<file path="src/rtl/uart_loader_pkg.sv">
// Shared definitions for the serial program loader: start byte, FSM state
// encodings and the baud divider helper.
package uart_loader_pkg;

  localparam logic [7:0] START_BYTE = 8'hA5;

  typedef enum logic [2:0] {
    IDLE,
    LEN_LO,
    LEN_HI,
    DATA,
    CSUM,
    DONE,
    ERR
  } ld_state_t;

  typedef enum logic [2:0] {
    RX_IDLE,
    RX_START,
    RX_DATA,
    RX_STOP,
    RX_WAIT_HIGH
  } rx_state_t;

  function automatic int calc_div(input int clk_freq, input int baud);
    return clk_freq / baud;
  endfunction

endpackage

</file>
<file path="src/rtl/uart_loader_if.sv">
// ROM write port and loader status, driven by the loader (master) and
// observed by the ROM/CPU side (slave).
interface uart_loader_if;

  logic        wr_en_o;
  logic [31:0] wr_addr_o;
  logic [31:0] wr_data_o;
  logic        cpu_hold_o;
  logic        done_o;
  logic        err_o;

  modport master (
    output wr_en_o, wr_addr_o, wr_data_o, cpu_hold_o, done_o, err_o
  );

  modport slave (
    input wr_en_o, wr_addr_o, wr_data_o, cpu_hold_o, done_o, err_o
  );

endinterface

</file>
<file path="src/rtl/uart_loader_uart_rx.sv">
// 8N1 UART receiver on an already synchronized line; emits one rx_valid
// pulse per byte at the stop-bit centre and drops framing-error bytes.
module uart_rx
  import uart_loader_pkg::*;
#(
  parameter int DIV = 434
) (
  input  logic       clk,
  input  logic       rst,
  input  logic       rx_sync,
  output logic [7:0] rx_data,
  output logic       rx_valid
);

  localparam logic [15:0] HALF_LAST = 16'(DIV / 2 - 1);
  localparam logic [15:0] BIT_LAST  = 16'(DIV - 1);

  rx_state_t   state;
  logic [15:0] cnt;
  logic [2:0]  bit_idx;
  logic [7:0]  shreg;

  // After a low stop bit, wait for the line to go high so the tail of the
  // bad frame is not mistaken for a new start bit.
  always_ff @(posedge clk or posedge rst) begin
    if (rst) begin
      state    <= RX_IDLE;
      cnt      <= '0;
      bit_idx  <= '0;
      shreg    <= '0;
      rx_data  <= '0;
      rx_valid <= 1'b0;
    end else begin
      rx_valid <= 1'b0;
      case (state)
        RX_IDLE: begin
          cnt <= '0;
          if (!rx_sync) state <= RX_START;
        end
        RX_START: begin
          if (cnt == HALF_LAST) begin
            cnt     <= '0;
            bit_idx <= '0;
            state   <= rx_sync ? RX_IDLE : RX_DATA;
          end else begin
            cnt <= cnt + 16'd1;
          end
        end
        RX_DATA: begin
          if (cnt == BIT_LAST) begin
            cnt     <= '0;
            shreg   <= {rx_sync, shreg[7:1]};
            bit_idx <= bit_idx + 3'd1;
            if (bit_idx == 3'd7) state <= RX_STOP;
          end else begin
            cnt <= cnt + 16'd1;
          end
        end
        RX_STOP: begin
          if (cnt == BIT_LAST) begin
            cnt <= '0;
            if (rx_sync) begin
              rx_data  <= shreg;
              rx_valid <= 1'b1;
              state    <= RX_IDLE;
            end else begin
              state <= RX_WAIT_HIGH;
            end
          end else begin
            cnt <= cnt + 16'd1;
          end
        end
        RX_WAIT_HIGH: begin
          if (rx_sync) state <= RX_IDLE;
        end
        default: state <= RX_IDLE;
      endcase
    end
  end

endmodule

</file>
<file path="src/rtl/uart_loader.sv">
// Serial program loader: receives A5/LEN/data frames over UART and writes
// 32-bit words to the ROM. Define UART_LOADER_CHECKSUM_EN for a trailing XOR byte.
module uart_loader
  import uart_loader_pkg::*;
#(
  parameter int CLK_FREQ    = 50_000_000,
  parameter int BAUD        = 115_200,
  parameter int MAX_WORDS   = 32,
  parameter int TIMEOUT_CYC = 16 * calc_div(CLK_FREQ, BAUD) * 10
) (
  input  logic          clk,
  input  logic          rst,
  input  logic          uart_rx_i,
  uart_loader_if.master bus
);

  localparam int          DIV      = calc_div(CLK_FREQ, BAUD);
  localparam logic [31:0] GAP_LAST = 32'(TIMEOUT_CYC - 1);
  localparam logic [15:0] MAX_LEN  = 16'(MAX_WORDS);

  logic        sync_1;
  logic        sync_2;
  logic [7:0]  rx_data;
  logic        rx_valid;
  ld_state_t   state;
  logic [15:0] len;
  logic [15:0] widx;
  logic [1:0]  bcnt;
  logic [23:0] word;
  logic [31:0] gap_cnt;
  logic [15:0] new_len;
`ifdef UART_LOADER_CHECKSUM_EN
  logic [7:0]  csum;
`endif

  always_ff @(posedge clk or posedge rst) begin
    if (rst) begin
      sync_1 <= 1'b1;
      sync_2 <= 1'b1;
    end else begin
      sync_1 <= uart_rx_i;
      sync_2 <= sync_1;
    end
  end

  uart_rx #(.DIV(DIV)) u_rx (
    .clk      (clk),
    .rst      (rst),
    .rx_sync  (sync_2),
    .rx_data  (rx_data),
    .rx_valid (rx_valid)
  );

  assign new_len = {rx_data, len[7:0]};

  // Status outputs change on the same edge that consumes the final byte, so
  // done/err rise one cycle after its valid pulse; DONE/ERR just return to IDLE.
  always_ff @(posedge clk or posedge rst) begin
    if (rst) begin
      state          <= IDLE;
      len            <= '0;
      widx           <= '0;
      bcnt           <= '0;
      word           <= '0;
      gap_cnt        <= '0;
`ifdef UART_LOADER_CHECKSUM_EN
      csum           <= '0;
`endif
      bus.wr_en_o    <= 1'b0;
      bus.wr_addr_o  <= '0;
      bus.wr_data_o  <= '0;
      bus.cpu_hold_o <= 1'b0;
      bus.done_o     <= 1'b0;
      bus.err_o      <= 1'b0;
    end else begin
      bus.wr_en_o <= 1'b0;
      case (state)
        IDLE: begin
          gap_cnt <= '0;
          if (rx_valid && rx_data == START_BYTE) begin
            state          <= LEN_LO;
            widx           <= '0;
            bcnt           <= '0;
`ifdef UART_LOADER_CHECKSUM_EN
            csum           <= '0;
`endif
            bus.cpu_hold_o <= 1'b1;
            bus.done_o     <= 1'b0;
            bus.err_o      <= 1'b0;
          end
        end
        DONE, ERR: state <= IDLE;
        default: begin
          if (rx_valid) begin
            gap_cnt <= '0;
            case (state)
              LEN_LO: begin
                len[7:0] <= rx_data;
                state    <= LEN_HI;
              end
              LEN_HI: begin
                len[15:8] <= rx_data;
                if (new_len > MAX_LEN) begin
                  state          <= ERR;
                  bus.err_o      <= 1'b1;
                  bus.cpu_hold_o <= 1'b0;
                end else if (new_len == 16'd0) begin
`ifdef UART_LOADER_CHECKSUM_EN
                  state          <= CSUM;
`else
                  state          <= DONE;
                  bus.done_o     <= 1'b1;
                  bus.cpu_hold_o <= 1'b0;
`endif
                end else begin
                  state <= DATA;
                end
              end
              DATA: begin
`ifdef UART_LOADER_CHECKSUM_EN
                csum <= csum ^ rx_data;
`endif
                bcnt <= bcnt + 2'd1;
                case (bcnt)
                  2'd0: word[7:0]   <= rx_data;
                  2'd1: word[15:8]  <= rx_data;
                  2'd2: word[23:16] <= rx_data;
                  default: begin
                    bus.wr_en_o   <= 1'b1;
                    bus.wr_addr_o <= {14'd0, widx, 2'b00};
                    bus.wr_data_o <= {rx_data, word};
                    widx          <= widx + 16'd1;
                    if (widx + 16'd1 == len) begin
`ifdef UART_LOADER_CHECKSUM_EN
                      state          <= CSUM;
`else
                      state          <= DONE;
                      bus.done_o     <= 1'b1;
                      bus.cpu_hold_o <= 1'b0;
`endif
                    end
                  end
                endcase
              end
`ifdef UART_LOADER_CHECKSUM_EN
              CSUM: begin
                bus.cpu_hold_o <= 1'b0;
                if (rx_data == csum) begin
                  state      <= DONE;
                  bus.done_o <= 1'b1;
                end else begin
                  state     <= ERR;
                  bus.err_o <= 1'b1;
                end
              end
`endif
              default: begin
                state          <= ERR;
                bus.err_o      <= 1'b1;
                bus.cpu_hold_o <= 1'b0;
              end
            endcase
          end else if (gap_cnt == GAP_LAST) begin
            state          <= ERR;
            bus.err_o      <= 1'b1;
            bus.cpu_hold_o <= 1'b0;
          end else begin
            gap_cnt <= gap_cnt + 32'd1;
          end
        end
      endcase
    end
  end

endmodule

</file>
<file path="src/flat_wrapper.sv">
// flat-port wrapper written by rule: the top's interface ports become plain ports
module uart_loader_flat import uart_loader_pkg::*;
#(
  parameter int CLK_FREQ    = 50_000_000,
  parameter int BAUD        = 115_200,
  parameter int MAX_WORDS   = 32,
  parameter int TIMEOUT_CYC = 16 * calc_div(CLK_FREQ, BAUD) * 10
)
  (clk, rst, uart_rx_i, bus_wr_en_o, bus_wr_addr_o, bus_wr_data_o, bus_cpu_hold_o, bus_done_o, bus_err_o);
  uart_loader_if bus_i ();
  input  logic clk;
  input  logic rst;
  input  logic uart_rx_i;
  output wire logic [$bits(bus_i.wr_en_o)-1:0] bus_wr_en_o;
  output wire logic [$bits(bus_i.wr_addr_o)-1:0] bus_wr_addr_o;
  output wire logic [$bits(bus_i.wr_data_o)-1:0] bus_wr_data_o;
  output wire logic [$bits(bus_i.cpu_hold_o)-1:0] bus_cpu_hold_o;
  output wire logic [$bits(bus_i.done_o)-1:0] bus_done_o;
  output wire logic [$bits(bus_i.err_o)-1:0] bus_err_o;
  assign bus_wr_en_o = bus_i.wr_en_o;
  assign bus_wr_addr_o = bus_i.wr_addr_o;
  assign bus_wr_data_o = bus_i.wr_data_o;
  assign bus_cpu_hold_o = bus_i.cpu_hold_o;
  assign bus_done_o = bus_i.done_o;
  assign bus_err_o = bus_i.err_o;
  uart_loader #(.CLK_FREQ(CLK_FREQ), .BAUD(BAUD), .MAX_WORDS(MAX_WORDS), .TIMEOUT_CYC(TIMEOUT_CYC)) u_core (.clk(clk), .rst(rst), .uart_rx_i(uart_rx_i), .bus(bus_i));
endmodule
</file>
<file path="config.mk">
export PLATFORM = sky130hd
export DESIGN_NAME = uart_loader_flat
export DESIGN_NICKNAME = d
export VERILOG_FILES = /design/src/rtl/uart_loader_pkg.sv /design/src/rtl/uart_loader_if.sv /design/src/rtl/uart_loader_uart_rx.sv /design/src/rtl/uart_loader.sv /design/src/flat_wrapper.sv
export SDC_FILE = /design/constraint.sdc
export NUM_CORES = 1
export LEC_CHECK = 0
export CAP_MARGIN = 10
export CELL_PAD_IN_SITES_DETAIL_PLACEMENT = 1
export CELL_PAD_IN_SITES_GLOBAL_PLACEMENT = 2
export CORE_MARGIN = 5
export CORE_UTILIZATION = 30
export CTS_BUF_LIST = sky130_fd_sc_hd__clkbuf_8
export CTS_CLUSTER_SIZE = 14
export DETAILED_ROUTE_END_ITERATION = 8
export PLACE_DENSITY_LB_ADDON = 0.1
export SLEW_MARGIN = 20
export SYNTH_ARGS = -nofsm -noshare
export SYNTH_HDL_FRONTEND = slang
export SYNTH_SLANG_ARGS = --single-unit
</file>
<file path="constraint.sdc">
create_clock -name clk -period 7.1 [get_ports clk]
set_input_delay 1.775 -clock clk [delete_from_list [all_inputs] [get_ports clk]]
set_output_delay 1.775 -clock clk [all_outputs]
set_load 0.01 [all_outputs]
</file>
==> results of run 1 <==
-- power breakdown --
group          switching, uW  internal (uW)  leakage [uW]
Sequential             0.611           1060       0.00258
Clock                    474            270      0.000202
Combinational           25.7           2.09       0.00197
-- final timing paths --
| kind | start | endpoint | slack, ns | depth (start not counted) |
|---|---|---|---|---|
| hold reg to reg | u_core.sync_1 | u_core.sync_2 | 0.37 | 0 |
| min in group asynchronous | rst | u_core.bus.wr_data_o[17] | 1.79 | 2 |
| setup reg to reg | u_core.gap_cnt[28] | u_core.gap_cnt[2] | 3.68 | 7 |
| setup / recovery | u_core.gap_cnt[28] | u_core.gap_cnt[2] | 3.68 | 7 |
| hold / removal | u_core.sync_1 | u_core.sync_2 | 0.37 | 0 |
| max in group asynchronous | rst | u_core.word[14] | 4.12 | 3 |
-- per-stage QoR --
step,hold WS (ns),total power (uW),setup slack (ns),util
final,0.3684,1832,3.682,0.3438
after global routing,0.3759,1919,3.574,0.3438
after CTS,0.3707,1873,3.664,0.3436
after detailed placement,0.3525,1111,3.524,0.3304
after global placement,0.3455,1111,3.509,0.3303
after floorplan,0.3452,1107,0.2712,-
-- registers in the layout (all words and copies together) (netlist names) --
| name | flops |
|---|---|
| u_core.sync_1 | 1 |
| u_core.bus.wr_en_o | 1 |
| u_core.bus.wr_addr_o | 16 |
| u_core.u_rx.bit_idx | 3 |
| u_core.widx | 16 |
| u_core.gap_cnt | 32 |
| u_core.u_rx.shreg | 8 |
| u_core.sync_2 | 1 |
| u_core.word | 24 |
| u_core.u_rx.rx_valid | 1 |
| u_core.u_rx.cnt | 16 |
| u_core.bcnt | 2 |
| u_core.u_rx.rx_data | 8 |
| u_core.len | 16 |
| u_core.bus.wr_data_o | 32 |
| u_core.bus.err_o | 1 |
| u_core.bus.cpu_hold_o | 1 |
| u_core.u_rx.state | 3 |
| u_core.bus.done_o | 1 |
| u_core.state | 3 |
-- placed cells by master, fill, tap and decap left out, drive strengths merged, types with 5 or more instances in the layout --
cell type	count
and4	9
dfrtp	184
nand3	34
xnor2	15
mux2i	5
inv	31
and3	14
a22o	6
o21ai	71
and2	7
mux2	58
clkbuf	17
or4	14
nand4	16
a21oi	28
clkdlybuf4s50	54
or3	16
buf	11
nor3	18
a31oi	6
ha	11
xor2	12
conb	16
o31ai	13
a211oi	8
o21a	5
a21o	5
nor4	19
clkinv	6
nand2	210
nor2	37
-- cell type report --
type | count | area [sq um] | area share
clock buffer | 17 | 234.0 | 0.02225
clock inverter | 15 | 171.4 | 0.01630
inverter | 23 | 93.84 | 0.008924
multi-input combinational | 701 | 4240 | 0.4033
sequential | 186 | 4657 | 0.4429
tap | 396 | 495.5 | 0.04712
timing repair buffer | 65 | 623.1 | 0.05926
-- layer usage --
| layer | vias to the layer above | GRT usage |
|---|---|---|
| met2 | 57 | 0.2374 |
| met1 | 3528 | 0.2099 |
| li1 | 3436 | - |
| met5 | - | 0 |
| met3 | 9 | 0.02892 |
| met4 | 0 | 0.03119 |
-- kinds of logic (layout without fill, tap and decap cells) --
| logic type | Yosys count | after routing | synth area share |
|---|---|---|---|
| simple gates | 411 | 411 | 0.2123 |
| flops | 186 | 186 | 0.5020 |
| compound gates | 173 | 173 | 0.1206 |
| buf+inv | 90 | 120 | 0.04855 |
| mux | 63 | 63 | 0.07580 |
| xor+xnor | 27 | 27 | 0.02549 |
| fa+ha+maj | 11 | 11 | 0.01484 |
| other cells | 1 | 16 | 0.0004043 |
==> results.cfg, run 1 <==
[drt]
drc = 0
wl_met2_mm = 11.55
drt_iter0_drc = 282
ant_nets = 0
dr.pass1.iters = 4
dr_total_vias = 7030
wirelength_mm = 24.57
via_per_inst = 5.011
wl_per_cell_um = 17.51
wl_met1_mm = 12.29
top_layer = met4
dr_wl_met3_um = 576

[grt]
grt_pass1_wl_mm = 41.12
grt_overflow = 0
grt_max_degree = 101
grt.total_usage = 0.1483
grt_pass1_vias = 7294
antenna_found_initial = 0

[worst_setup_path]
cp_slowest_stage_delay_ns = 0.57
cpMostUsedCell = or4_1
slowest_stage = or4_1
cp_cell_sequence = or4_1, or4_1, or4_4, a22oi_4, buf_4, or3_1, a21oi_1
path_buf_inv = 1
worstSetupEndpointType = flop
path_delay_family = simple AND/OR/NAND/NOR gates
worstPathArrival_ns = 3.74
cp_max_fo = 26
cp.required_ns = 7.42
start_kind = flop
path_class = reg -> reg

[clock_network]
hold_buffers = 0
root_buffer = clkbuf_8
htreeDepth = 4
cts_resized = 0
cts_tree = built
cts_sinks = 186
cts_buffers = 17
clk_latency_ns = 0.49
cts_setup_buffers = 0
clock_path_buffers = 2
clk_pin_slew_ns = 0.12

[logic_synthesis]
ys_warn_count = 0
yosysSeqAreaShare = 0.5020
synthCells = 962
syn-cell-area_sq_mm = 0.009276
synth-main-ff-cell = dfrtp_1
yosys-top-cells-count = 210 x nand2_1, 184 x dfrtp_1, 58 x mux2_2
synth-edff-count = 0
async_reset_ff_frac = 1.000
synth_most_common_cell = nand2_1
yosys.area.top_type = dfrtp_1
ys_ff_latch = 186
synthTopCellsByArea = dfrtp_1 50%, nand2_1 8.5%, mux2_2 7.0%
avgSynthCellArea_sq_um = 9.643
synth_top_area_share = 0.4964
ys_types = 67

[pwr]
power.leakage_uw = 0.004751
vdd_drop_max_mv = 0.09324
powerDensity_mw_per_mm2 = 174.2

[sta]
slew_headroom = 0.3077
period_share = 0.4814
tns_ns = 0
fin_skew_ns = 0.02475
setup-violations-final = 0
slew_violations = 0
rsz0062_at_grt = no
fmax_mhz = 292.5
hold_viol = 0
fin_crit_ns = 3.418
tightest_slew_ns = 1.038

[placed_design]
dpl.hpwl_mm = 16.25
portBuffers = 54
placed_cell_area_sq_mm = 0.01011
gp_congestion = 0.7334
dp_cells = 1371

[floorplan]
rows = 64
initial_utilization = 0.3033
die_area_sq_mm = 0.03454
die_y_um = 185.8
core_sq_mm = 0.03059
ios = 71
die_x_um = 185.8

[final_layout]
synthToLayoutAreaGrowth_pct = 13.35
final_cell_area_sq_mm = 0.01052
drive_gt1_frac = 0.1231
layout.nets = 1008
fill_cells = 3530
finalNonFillerCells = 1403
n_antenna_cell = 0

[run]
max_cap_viol_count = 0

[worst_hold_path]
hp-class = reg -> reg

[status]
outcome = finished clean
Power figures use the tool's default switching activity.
==> run 2, diff against run 1 <==
- clock period: 7.1 -> 3.2 ns (I/O delays scaled with it)
==> results.cfg, run 2 (synthesis gave the netlist of run 1 again) <==
[sta]
fin_skew_ns = 0.01946
fin_crit_ns = 2.880
setup-violations-final = 0
tightest_slew_ns = 0.8178
period_share = 0.8999
slew_headroom = 0.4512
rsz0062_at_grt = no
hold_viol = 0
fmax_mhz = 347.3
setup_ws_ns = 0.3203
slew_violations = 0
tns_ns = 0

[drt]
wl_per_cell_um = 17.51
wl_met1_mm = 12.68
dr_wl_met3_um = 519
dr_total_vias = 7167
top_layer = met4
ant_nets = 0
wl_met2_mm = 11.48
drt_iter0_drc = 365
wirelength_mm = 24.95
via_per_inst = 5.029
dr.pass1.iters = 4
drc = 0

[placed_design]
gp_congestion = 0.7531
portBuffers = 54
dpl.hpwl_mm = 17.05
dpl_worst_slack_ns = 0.3140

[floorplan]
die_x_um = 185.8
core_sq_mm = 0.03059
ios = 71
rows = 64
initial_utilization = 0.3033
die_area_sq_mm = 0.03454
die_y_um = 185.8

[clock_network]
cts_buffers = 17
clock_path_buffers = 2
hold_buffers = 0
cts_tree = built
htreeDepth = 4
root_buffer = clkbuf_8
clk_pin_slew_ns = 0.12
cts_setup_buffers = 0
clk_latency_ns = 0.49
cts_sinks = 186
cts_resized = 0

[worst_hold_path]
hp-class = reg -> reg
hold_path.startpoint = u_core.sync_1

[final_layout]
synthToLayoutAreaGrowth_pct = 16.08
drive_gt1_frac = 0.1409
final_common_cell = nand2_1
largest_registers = u_core.bus.wr_data_o: 32 flops, u_core.gap_cnt: 32 flops, u_core.word: 24 flops
layout.nets = 1030
n_antenna_cell = 0
final-seq-area_sq_mm = 0.004657
multi_input_area_sq_mm = 0.004238
fin_util = 0.3520
fill_cells = 3498
mostFrequentLayoutCells = 209 x nand2_1, 184 x dfrtp_1, 58 x mux2_2, 54 x clkdlybuf4s50_1, 49 x o21ai_0

[grt]
antenna_found_initial = 0
grt_pass1_vias = 7518
grt.total_usage = 0.1520
grt_max_degree = 50
grt_pass1_wl_mm = 42.13
grt_overflow = 0

[worst_setup_path]
path_class = reg -> reg
cp_max_fo = 8
start_kind = flop
r2r_slack_ns = 0.32
cp.required_ns = 3.61
startpoint = u_core.widx[3]
worstPathArrival_ns = 3.29
r2r_start = u_core.widx[3]
worstSetupEndpointType = flop

[pwr]
powerDensity_mw_per_mm2 = 383.1
power.leakage_uw = 0.004883
vdd_drop_max_mv = 0.2146

[run]
max_cap_viol_count = 0

[status]
outcome = finished clean
-- run 2: critical path, stage by stage, from the launching register on --
cell and delay [ns]:
dfrtp_1 0.53, nand4_1 0.23, nor4_2 0.70, nand4_1 0.17, a211o_1 0.34, or4_1 0.58
a211oi_1 0.24
-- run 2: final timing paths --
path | end | depth (start not counted)
worst max-delay path | u_core.bus.done_o | 6
worst min-delay path | u_core.sync_2 | 0
worst max register to register | u_core.bus.done_o | 6
worst min register to register | u_core.sync_2 | 0
max in group asynchronous | u_core.sync_1 | 3
min in group asynchronous | u_core.bus.wr_data_o[7] | 2
-- run 2: area by class of cell --
type,instances,area share
inverters,23,0.008366
flip-flops and latches,186,0.4325
well taps,396,0.04601
clock inverters,14,0.01638
multi-input cells,701,0.3936
repair buffers,87,0.08018
clock buffers,18,0.02301
-- run 2: per-layer routing --
layer,vias to the layer above,track usage
li1,3471,-
met2,67,0.2439
met3,18,0.02482
met5,-,0
met1,3611,0.2161
met4,0,0.03585
-- run 2: power breakdown --
part / switching, uW / internal, uW / total [uW]
logic: 59.5 / 15.0 / 74.5
registers: 1.22 / 2350 / 2350
clock network: 1010 / 687 / 1700
-- run 2: per-stage QoR --
stage / hold WS [ns] / instances / power (uW) / instance area (sq um)
2_1_floorplan: 0.3452 / 977 / 2457 / 9336
3_3_place_gp: 0.3469 / 1393 / 2478 / 10340
3_5_place_dp: 0.3559 / 1393 / 2478 / 10340
4_1_cts: 0.3717 / 1425 / 4221 / 10760
5_1_grt: 0.3740 / 1425 / 4325 / 10770
6_report: 0.3700 / 1425 / 4125 / 10770
